File: src/rtl/inport_feeder.sv
// inport_feeder: two-entry FIFO that feeds device words into a CPU input-port
// register, one strobe per word, waiting for the CPU to read before the next.
`default_nettype none

module inport_feeder #(
    parameter int DEPTH = 2
) (
    input  logic        clock,
    input  logic        clear,
    input  logic [31:0] dev_data,
    input  logic        dev_valid,
    output logic        dev_ready,
    input  logic        InPortout,
    output logic [31:0] device_data,
    output logic        Input_port_strobe,
    output logic        port_full,
    output logic [1:0]  fifo_count,
    output logic [7:0]  delivered_count
);

    localparam int         PTR_W      = (DEPTH > 1) ? $clog2(DEPTH) : 1;
    localparam logic [1:0] FULL_LEVEL = 2'(DEPTH);

    typedef enum logic [1:0] {
        IDLE = 2'd0,
        LOAD = 2'd1,
        HELD = 2'd2
    } state_t;

    state_t             state;
    state_t             state_next;
    logic [31:0]        fifo_mem [DEPTH];
    logic [PTR_W-1:0]   rd_ptr;
    logic [PTR_W-1:0]   wr_ptr;
    logic               inport_prev;
    logic               inport_rise;
    logic               push;
    logic               pop;

    assign dev_ready   = (fifo_count < FULL_LEVEL);
    assign push        = dev_valid && dev_ready;
    assign inport_rise = InPortout && !inport_prev;

    // Only an empty port pulls from the FIFO; a pop always starts a LOAD.
    always_comb begin
        state_next = state;
        pop        = 1'b0;
        port_full  = 1'b0;
        case (state)
            IDLE: begin
                if (fifo_count != 2'd0) begin
                    pop        = 1'b1;
                    state_next = LOAD;
                end
            end
            LOAD: begin
                port_full  = 1'b1;
                state_next = HELD;
            end
            HELD: begin
                port_full = 1'b1;
                if (inport_rise) begin
                    state_next = IDLE;
                end
            end
            default: begin
                state_next = IDLE;
            end
        endcase
    end

    always_ff @(posedge clock or negedge clear) begin
        if (!clear) begin
            state       <= IDLE;
            inport_prev <= 1'b0;
        end else begin
            state       <= state_next;
            inport_prev <= InPortout;
        end
    end

    // Pointer wrap relies on DEPTH being a power of two.
    always_ff @(posedge clock or negedge clear) begin
        if (!clear) begin
            rd_ptr     <= '0;
            wr_ptr     <= '0;
            fifo_count <= 2'd0;
            for (int i = 0; i < DEPTH; i++) begin
                fifo_mem[i] <= 32'd0;
            end
        end else begin
            if (pop) begin
                rd_ptr <= rd_ptr + PTR_W'(1);
            end
            if (push) begin
                fifo_mem[wr_ptr] <= dev_data;
                wr_ptr           <= wr_ptr + PTR_W'(1);
            end
            fifo_count <= fifo_count + {1'b0, push} - {1'b0, pop};
        end
    end

    always_ff @(posedge clock or negedge clear) begin
        if (!clear) begin
            device_data       <= 32'd0;
            Input_port_strobe <= 1'b0;
            delivered_count   <= 8'd0;
        end else begin
            Input_port_strobe <= pop;
            if (pop) begin
                device_data     <= fifo_mem[rd_ptr];
                delivered_count <= delivered_count + 8'd1;
            end
        end
    end

endmodule

`default_nettype wire

File: config.mk
export PLATFORM = sky130hd
export DESIGN_NAME = inport_feeder
export DESIGN_NICKNAME = d
export VERILOG_FILES = /design/src/rtl/inport_feeder.sv
export SDC_FILE = /design/constraint.sdc
export NUM_CORES = 1
export LEC_CHECK = 0
export CAP_MARGIN = 0
export CORE_AREA = 2 2 102 104
export DETAILED_ROUTE_END_ITERATION = 16
export DIE_AREA = 0 0 104 106
export HOLD_SLACK_MARGIN = 0.12
export PLACE_DENSITY = 0.74
export SYNTH_ARGS = -nofsm -noshare
export SYNTH_HDL_FRONTEND = slang
export SYNTH_SLANG_ARGS = --single-unit
File: constraint.sdc
create_clock -name clock -period 1.5 [get_ports clock]
set_clock_uncertainty 0.05 [all_clocks]
set_input_delay 0.15 -clock clock [delete_from_list [all_inputs] [get_ports clock]]
set_output_delay 0.15 -clock clock [all_outputs]
set_load 0.01 [all_outputs]
==> Implementation_results.wiki, run 1 <==
{| class="wikitable"
! Metric !! Value
|-
| Number of buffers between clock root and the deepest sink || 2
|-
| Wire length of the first global-routing pass || 14500 µm
|-
| Reg clk slew, reported paths || 0.10 ns
|-
| Power per cell area || 2108 mW/mm²
|-
| Total count of hold-check failures in the final report || 0
|-
| Data required time of the critical path || approximately 1.7 ns
|-
| I/O Buffers || 80
|-
| Count of max-cap constraint violations || 0
|-
| Height of the chip || around 110 µm
|-
| Tightest Pin Transition || 0.4315 ns
|-
| DRC viols || 0
|-
| Die X || between 100 and 150 µm
|-
| Level count of the clock H-tree || 3
|-
| Design Area, Final || approximately 0.0062 mm²
|-
| Final cell count without fillers || slightly below 600
|-
| Flip-flop and latch count after synthesis || about 110
|-
| Half-perimeter wire length after detailed placement || 5812 µm
|-
| Placement row count || 37
|-
| Largest net degree at the start of global routing || 35
|-
| ANT cells || 0
|-
| Vias in the first global route || about 3.0k
|-
| Final period utilization || 105.7%
|-
| Initial cell density of the core || 45.75%
|-
| Least setup slack across all paths after layout || -0.08505 ns
|-
| Starting DRC count in detailed routing || 51
|-
| Total Power Consumption || 0.01306 W
|-
| Hold slack final || 0.2005 ns
|-
| Number of distinct library cell variants in the gate-level netlist after synthesis || 24
|-
| Via count || 2851
|-
| Violated checks || negative setup slack
|-
| Largest fanout on the critical path || 6
|-
| Total track usage || 16.68%
|-
| Startpoint-to-endpoint class of the critical path || reg -> reg
|-
| Worst rel slew slack || 71.23%
|-
| Result of the run || finished with violations
|-
| Number of nets produced by synthesis || 377
|-
| Multi-input logic area || 0.001777 mm²
|-
| Antenna violations before repair || 0
|-
| Filler instances || 815
|-
| Synth Instances || 335
|-
| I/O pin cnt || 81
|-
| Worst ir drop on vdd || about 0.00075 V
|-
| Final setup violating endpoints || 33
|-
| Insertion delay to the later sink of the worst-skew pair || 0.37 ns
|-
| Worst hold path class || in -> reg
|-
| Placed Instances || 548
|-
| Mean instance size in the synthesized netlist || 13.65 µm²
|-
| Total Die Area || 0.01102 mm²
|-
| TritonCTS clock tree || built
|-
| Leakage power total || 3.131 nW
|-
| Placed standard-cell area || between 0.005 and 0.006 mm²
|-
| First drt pass iteration count || 4
|-
| Warnings, synthesis || 0
|-
| Endpoint class of the critical path || flop
|-
| Synthesis-to-layout area growth || 35.42%
|-
| ANT nets after route || 0
|-
| Fraction of layout cells with a size suffix above 1 || 28.25%
|-
| Fraction of the yosys area taken by sequential cells || 61.27%
|-
| GRT Residual Overflow || 0
|-
| Placer congestion estimate || 0.7554
|-
| Critical path launch point type || flop
|-
| Fmax achieved || approximately 630 MHz
|-
| Area of the placeable core || 0.01000 mm²
|-
| Unrepaired setup endpoints after global routing || yes
|-
| Detailed-route vias per instance || roughly 4.9
|-
| Worst Path Arrival || 1.79 ns
|-
| Average wire length per cell after detail routing || 15.36 µm
|-
| Storage cell area || 0.002805 mm²
|-
| Routed Wire Length || 8940 µm
|-
| CTS buffer count || 9
|-
| Fin nets || 483
|-
| Root buffer selected by CTS || clkbuf_8
|-
| Clock period minus worst slack || 1.585 ns
|-
| Area of the mapped netlist || 0.004574 mm²
|-
| Count of pins over their slew limit || 0
|-
| Total clock sinks || 112
|}
-- per-stage QoR --
| stage | setup WS [ns] | setup TNS, ns | util, % |
|---|---|---|---|
| final | -0.08505 | -2.051 | 61.95 |
| after global routing | -0.1121 | -4.143 | 61.95 |
| after CTS | -0.09932 | -2.308 | 59.18 |
| after detailed placement | -0.1878 | -10.52 | 56.47 |
| after global placement | -0.2005 | -12.29 | 56.47 |
| after floorplan | -0.009247 | -0.2333 | - |
-- worst max-delay path: stages, from the launching register on --
cell and delay (ns):
dfrtp_2 0.42, buf_6 0.13, nor2b_4 0.11, nor2b_4 0.16
buf_12 0.14, clkbuf_16 0.16, mux2_4 0.30
-- placed cells by master, fill, tap and decap left out, types with 8 or more instances in the layout --
master and n:
dlygate4sd2_1 14, buf_4 17, mux2_2 39, o21ai_0 32
clkdlybuf4s50_1 39, mux2i_1 32, nand2_1 37, mux2_4 27
dfrtp_1 110, clkbuf_8 12, dlymetal6s2s_1 25, buf_6 8
-- synthesized netlist by cell type (all sizes together) --
cell type | count | area share [%]
mux2i | 33 | 7.2
nor3 | 2 | 0.22
and3 | 1 | 0.14
mux2 | 66 | 16
nand2b | 1 | 0.14
xor2 | 4 | 0.77
a22oi | 1 | 0.16
ha | 6 | 1.6
nand3 | 1 | 0.11
nand2 | 38 | 3.1
nand4 | 3 | 0.41
nor2 | 3 | 0.25
nor2b | 2 | 0.33
dfrtp | 112 | 61
buf | 13 | 2.0
clkbuf | 5 | 0.41
inv | 4 | 0.33
xnor2 | 7 | 1.3
o21ai | 33 | 3.7
-- routing by layer --
layer,track usage (%),routed length (µm)
met5,0,0
met3,3.556,322
met1,21.06,4099
met4,7.239,151
met2,27.91,4367
-- sequential cells by signal, indices dropped and copies added, names as in the netlist --
register,cells
inport_prev,1
Input_port_strobe,1
wr_ptr,1
fifo_count,2
fifo_mem,64
device_data,32
state,2
rd_ptr,1
delivered_count,8
-- cell families after synthesis --
group	Yosys count	share of synthesized area [%]
compound gates	34	3.857
xor+xnor	11	2.106
fa+ha+maj	6	1.641
buf+inv	22	2.708
flops	112	61.27
mux	99	23.71
simple gates	51	4.705
-- final timing paths --
kind	startpoint	slack [ns]	to	cells after the start
worst max-delay path	fifo_count[1]	-0.09	fifo_mem[54]	6
worst min-delay path	InPortout	0.20	inport_prev	1
worst max register to register	fifo_count[1]	-0.09	fifo_mem[54]	6
worst min register to register	delivered_count[7]	0.43	delivered_count[7]	1
max in group asynchronous	clear	0.68	device_data[14]	3
min in group asynchronous	clear	0.21	delivered_count[6]	2
-- what timing repair did --
action,in CTS,in global routing
hold endpoints to repair,112,0
buffers inserted,8,5
hold buffers,1,0
gates cloned,1,3
pin swaps,0,1
setup endpoints to repair,24,115
resized for setup,25,56
-- cell type report --
cell class,count,share of cell area [%]
Sequential cell,112,45.28
Multi-Input combinational cell,201,28.68
Timing Repair Buffer,113,20.08
Tap cell,136,2.747
Clock buffer,13,2.727
Clock inverter,3,0.2424
Inverter,4,0.2424
-- power by group --
| group | total (W) | leakage, nW | switching, W | internal, W |
|---|---|---|---|---|
| Clock | 0.00170 | 0.0992 | 0.000965 | 0.000735 |
| Sequential | 0.00529 | 1.35 | 0.000762 | 0.00453 |
| Combinational | 0.00607 | 1.68 | 0.00260 | 0.00347 |
| Total | 0.0131 | 3.13 | 0.00432 | 0.00873 |
(Power assumes the default switching activity.)
==> run 2: changes to the inputs <==
--- a/config.mk
+++ b/config.mk
@@ -6,9 +6,9 @@
 export NUM_CORES = 1
 export LEC_CHECK = 0
 export CAP_MARGIN = 0
-export CORE_AREA = 2 2 102 104
+export CORE_AREA = 3 3 103 105
 export DETAILED_ROUTE_END_ITERATION = 16
-export DIE_AREA = 0 0 104 106
+export DIE_AREA = 0 0 106 108
 export HOLD_SLACK_MARGIN = 0.12
 export PLACE_DENSITY = 0.74
 export SYNTH_ARGS = -nofsm -noshare
==> run 2 against run 1 <==
Compared with the run above:
- the flow now finishes without violations
- design area is 2.4% lower
- combinational power is 3% lower
- global-route usage is 0.63 points lower
- sequential share of layout area is 1.1 points higher
- clock power is 9% higher
- first-iteration DRC count is 90% higher
- critical path depth is 1 higher
- power is 0.41% lower
- sequential power hardly changed
- worst setup slack better by 0.099 ns
- cell count is 2.6% lower
- non-clock buffer count is 12 lower
==> Implementation_results.wiki, run 2 (same netlist as run 1, synthesis figures left out) <==
{| class="wikitable"
! Metric !! Value
|-
| Number of flip-flops under the largest register name || 64
|-
| Insertion delay to the later sink of the worst-skew pair || 0.37 ns
|-
| Worst ir drop on vdd || about 0.00090 V
|-
| Detailed-route vias per instance || between 4 and 5
|-
| CTS buffer count || 9
|-
| Startpoint of the worst register-to-register path || state[0]
|-
| Utilization after layout || 62.14%
|-
| Die X || 106 µm
|-
| Worst Reg-to-Reg Cells || 7
|-
| Placer congestion estimate || 0.7599
|-
| Result of the run || complete, no violations
|-
| GRT Residual Overflow || 0
|-
| Placed Instances || roughly 540
|-
| Antenna violations before repair || 0
|-
| Height of the chip || about 110 µm
|-
| Count of pins over their slew limit || 0
|-
| Average wire length per cell after detail routing || about 15 µm
|-
| CP max stage delay || 0.41 ns
|-
| Via count || 2797
|-
| Fraction of layout cells with a size suffix above 1 || 27.42%
|-
| Level count of the clock H-tree || 3
|-
| I/O pin cnt || 81
|-
| Total track usage || 16.05%
|-
| Critical-path top delay cell || dfrtp_1
|-
| Fin nets || 471
|-
| Worst hold path endpoint || inport_prev
|-
| Total clock sinks || 112
|-
| Final setup violating endpoints || 0
|-
| ANT cells || 0
|-
| Final period utilization || 99.08%
|-
| Unrepaired setup endpoints after global routing || yes
|-
| Design Area, Final || 0.006046 mm²
|-
| Buffers plus inverters on the worst setup path || 2
|-
| Routed Wire Length || between 8000 and 9000 µm
|-
| Count of max-cap constraint violations || 0
|-
| Fmax achieved || between 600 and 700 MHz
|-
| Top delay family on crit path || flip-flops
|-
| Cell depth of the worst hold path || 1
|-
| Critical path launch point type || flop
|-
| Reg-to-reg endpoint || fifo_count[1]
|-
| Largest net degree at the start of global routing || between 100 and 150
|-
| Number of buffers between clock root and the deepest sink || 2
|-
| Tightest Pin Transition || 0.5820 ns
|-
| First drt pass iteration count || 4
|-
| Startpoint-to-endpoint class of the critical path || reg -> reg
|-
| Worst hold start || InPortout
|-
| Vias in the first global route || 2830
|-
| Total Power Consumption || 0.01300 W
|-
| Worst Path Arrival || between 1.5 and 2 ns
|-
| Placed standard-cell area || 0.005633 mm²
|-
| Data required time of the critical path || 1.71 ns
|-
| Final cell count without fillers || between 500 and 600
|-
| Power per cell area || approximately 2200 mW/mm²
|-
| Hold slack final || 0.2065 ns
|-
| Largest fanout on the critical path || 6
|-
| DRC viols || 0
|-
| Clock period minus worst slack || 1.486 ns
|-
| Wire length of the first global-routing pass || 14300 µm
|-
| Cells along the critical path || inv_2, ha_4, o21ai_4, buf_12, xnor2_2, ha_2, xnor2_2
|-
| Half-perimeter wire length after detailed placement || between 5000 and 6000 µm
|-
| Starting DRC count in detailed routing || 97
|-
| Reg clk slew, reported paths || 0.10 ns
|-
| Most frequent cells in the layout || dfrtp_1 (109), mux2_2 (59), clkdlybuf4s50_1 (40)
|-
| Filler instances || 772
|-
| Placement row count || 36
|-
| Worst hold path class || in -> reg
|-
| Total Die Area || 0.01145 mm²
|-
| Root buffer selected by CTS || clkbuf_8
|-
| I/O Buffers || 80
|-
| Register with the highest flop count || fifo_mem
|-
| Reg-to-reg slack, setup || 0.01 ns
|-
| Leading registers by flop count || fifo_mem x64, device_data x32, delivered_count x8
|-
| ANT nets after route || 0
|-
| TritonCTS clock tree || built
|-
| Endpoint class of the critical path || flop
|-
| Worst rel slew slack || 61.20%
|-
| Total count of hold-check failures in the final report || 0
|-
| Initial cell density of the core || a little under half
|-
| Area of the placeable core || ~0.01 mm²
|-
| Leakage power total || about 3.0 nW
|-
| Synthesis-to-layout area growth || 32.17%
|-
| Cell type with the highest occurrence count on the critical path || xnor2_2
|-
| Most common cell after layout, fill and taps aside || dfrtp_1
|}
## run 2: cell count changes in the layout (fill, tap and decap cells not counted), moves of 2 or more
cell       change
mux2_2        +20
mux2_4        -20
buf_4          -7
buf_6          -5
clkbuf_16      -2
clkinv_2       -2
xnor2_1        -2
xnor2_2        +2
## run 2: worst reg2reg max path, delay by kind of cell, from the launching register on
kind	cells	cell delay, ns
AO/OA/AOI/OAI	1	0.06
XOR/XNOR	2	0.26
adder cells (fa/ha/maj)	2	0.35
buffers and inverters	2	0.24
flip-flops	1	0.41
## run 2: area by class of cell
type	count	area, µm²	share of cell area [%]
inverter	4	17.52	0.2897
tap	133	166.4	2.752
clock buffer	12	155.1	2.566
sequential	112	2806	46.42
timing repair buffer	101	1116	18.46
multi-input combinational	201	1733	28.66
clock inverter	4	51.30	0.8485
## run 2: routing by layer
layer  track usage (%)  vias to the layer above  share of wire [%]
met5                 0                        -                  0
met4             5.828                        0                1.7
met3             3.761                       12                4.2
met2             25.64                       51                 50
met1             21.68                     1387                 44
li1                  -                     1347                  -
## run 2: worst max-delay path by stage
stage / startpoint / to / slack, ns / cells after the start
finish: state[0] / fifo_count[1] / 0.01 / 7
CTS: state[0] / fifo_count[1] / -0.08 / 6
detailed placement: dev_valid / fifo_mem[32] / -0.24 / 5
global route: state[0] / fifo_count[1] / -0.06 / 7
floorplan: fifo_count[1] / fifo_mem[43] / -0.009 / 5
global placement: dev_valid / fifo_mem[54] / -0.24 / 5
## run 2: metrics by stage
stage / TNS [ns] / worst slack (ns)
after floorplan: -0.2333 / -0.009247
after global placement: -13.08 / -0.2358
after detailed placement: -12.43 / -0.2368
after CTS: -0.1549 / -0.07771
after global routing: -0.2406 / -0.06084
final: 0 / 0.01373
## run 2: repair_timing
| item | CTS | global route |
|---|---|---|
| endpoints found under the setup margin | 24 | 73 |
| hold endpoints to repair | 112 | 0 |
| resized for setup | 19 | 43 |
| hold buffers | 1 | 0 |
| pin swaps | 1 | 4 |
| buffers inserted | 5 | 3 |
## run 2: where the power goes
| part | switching [W] | internal, W |
|---|---|---|
| clock network | 0.000979 | 0.000869 |
| registers | 0.000759 | 0.00453 |
| logic | 0.00258 | 0.00329 |
| total | 0.00432 | 0.00868 |
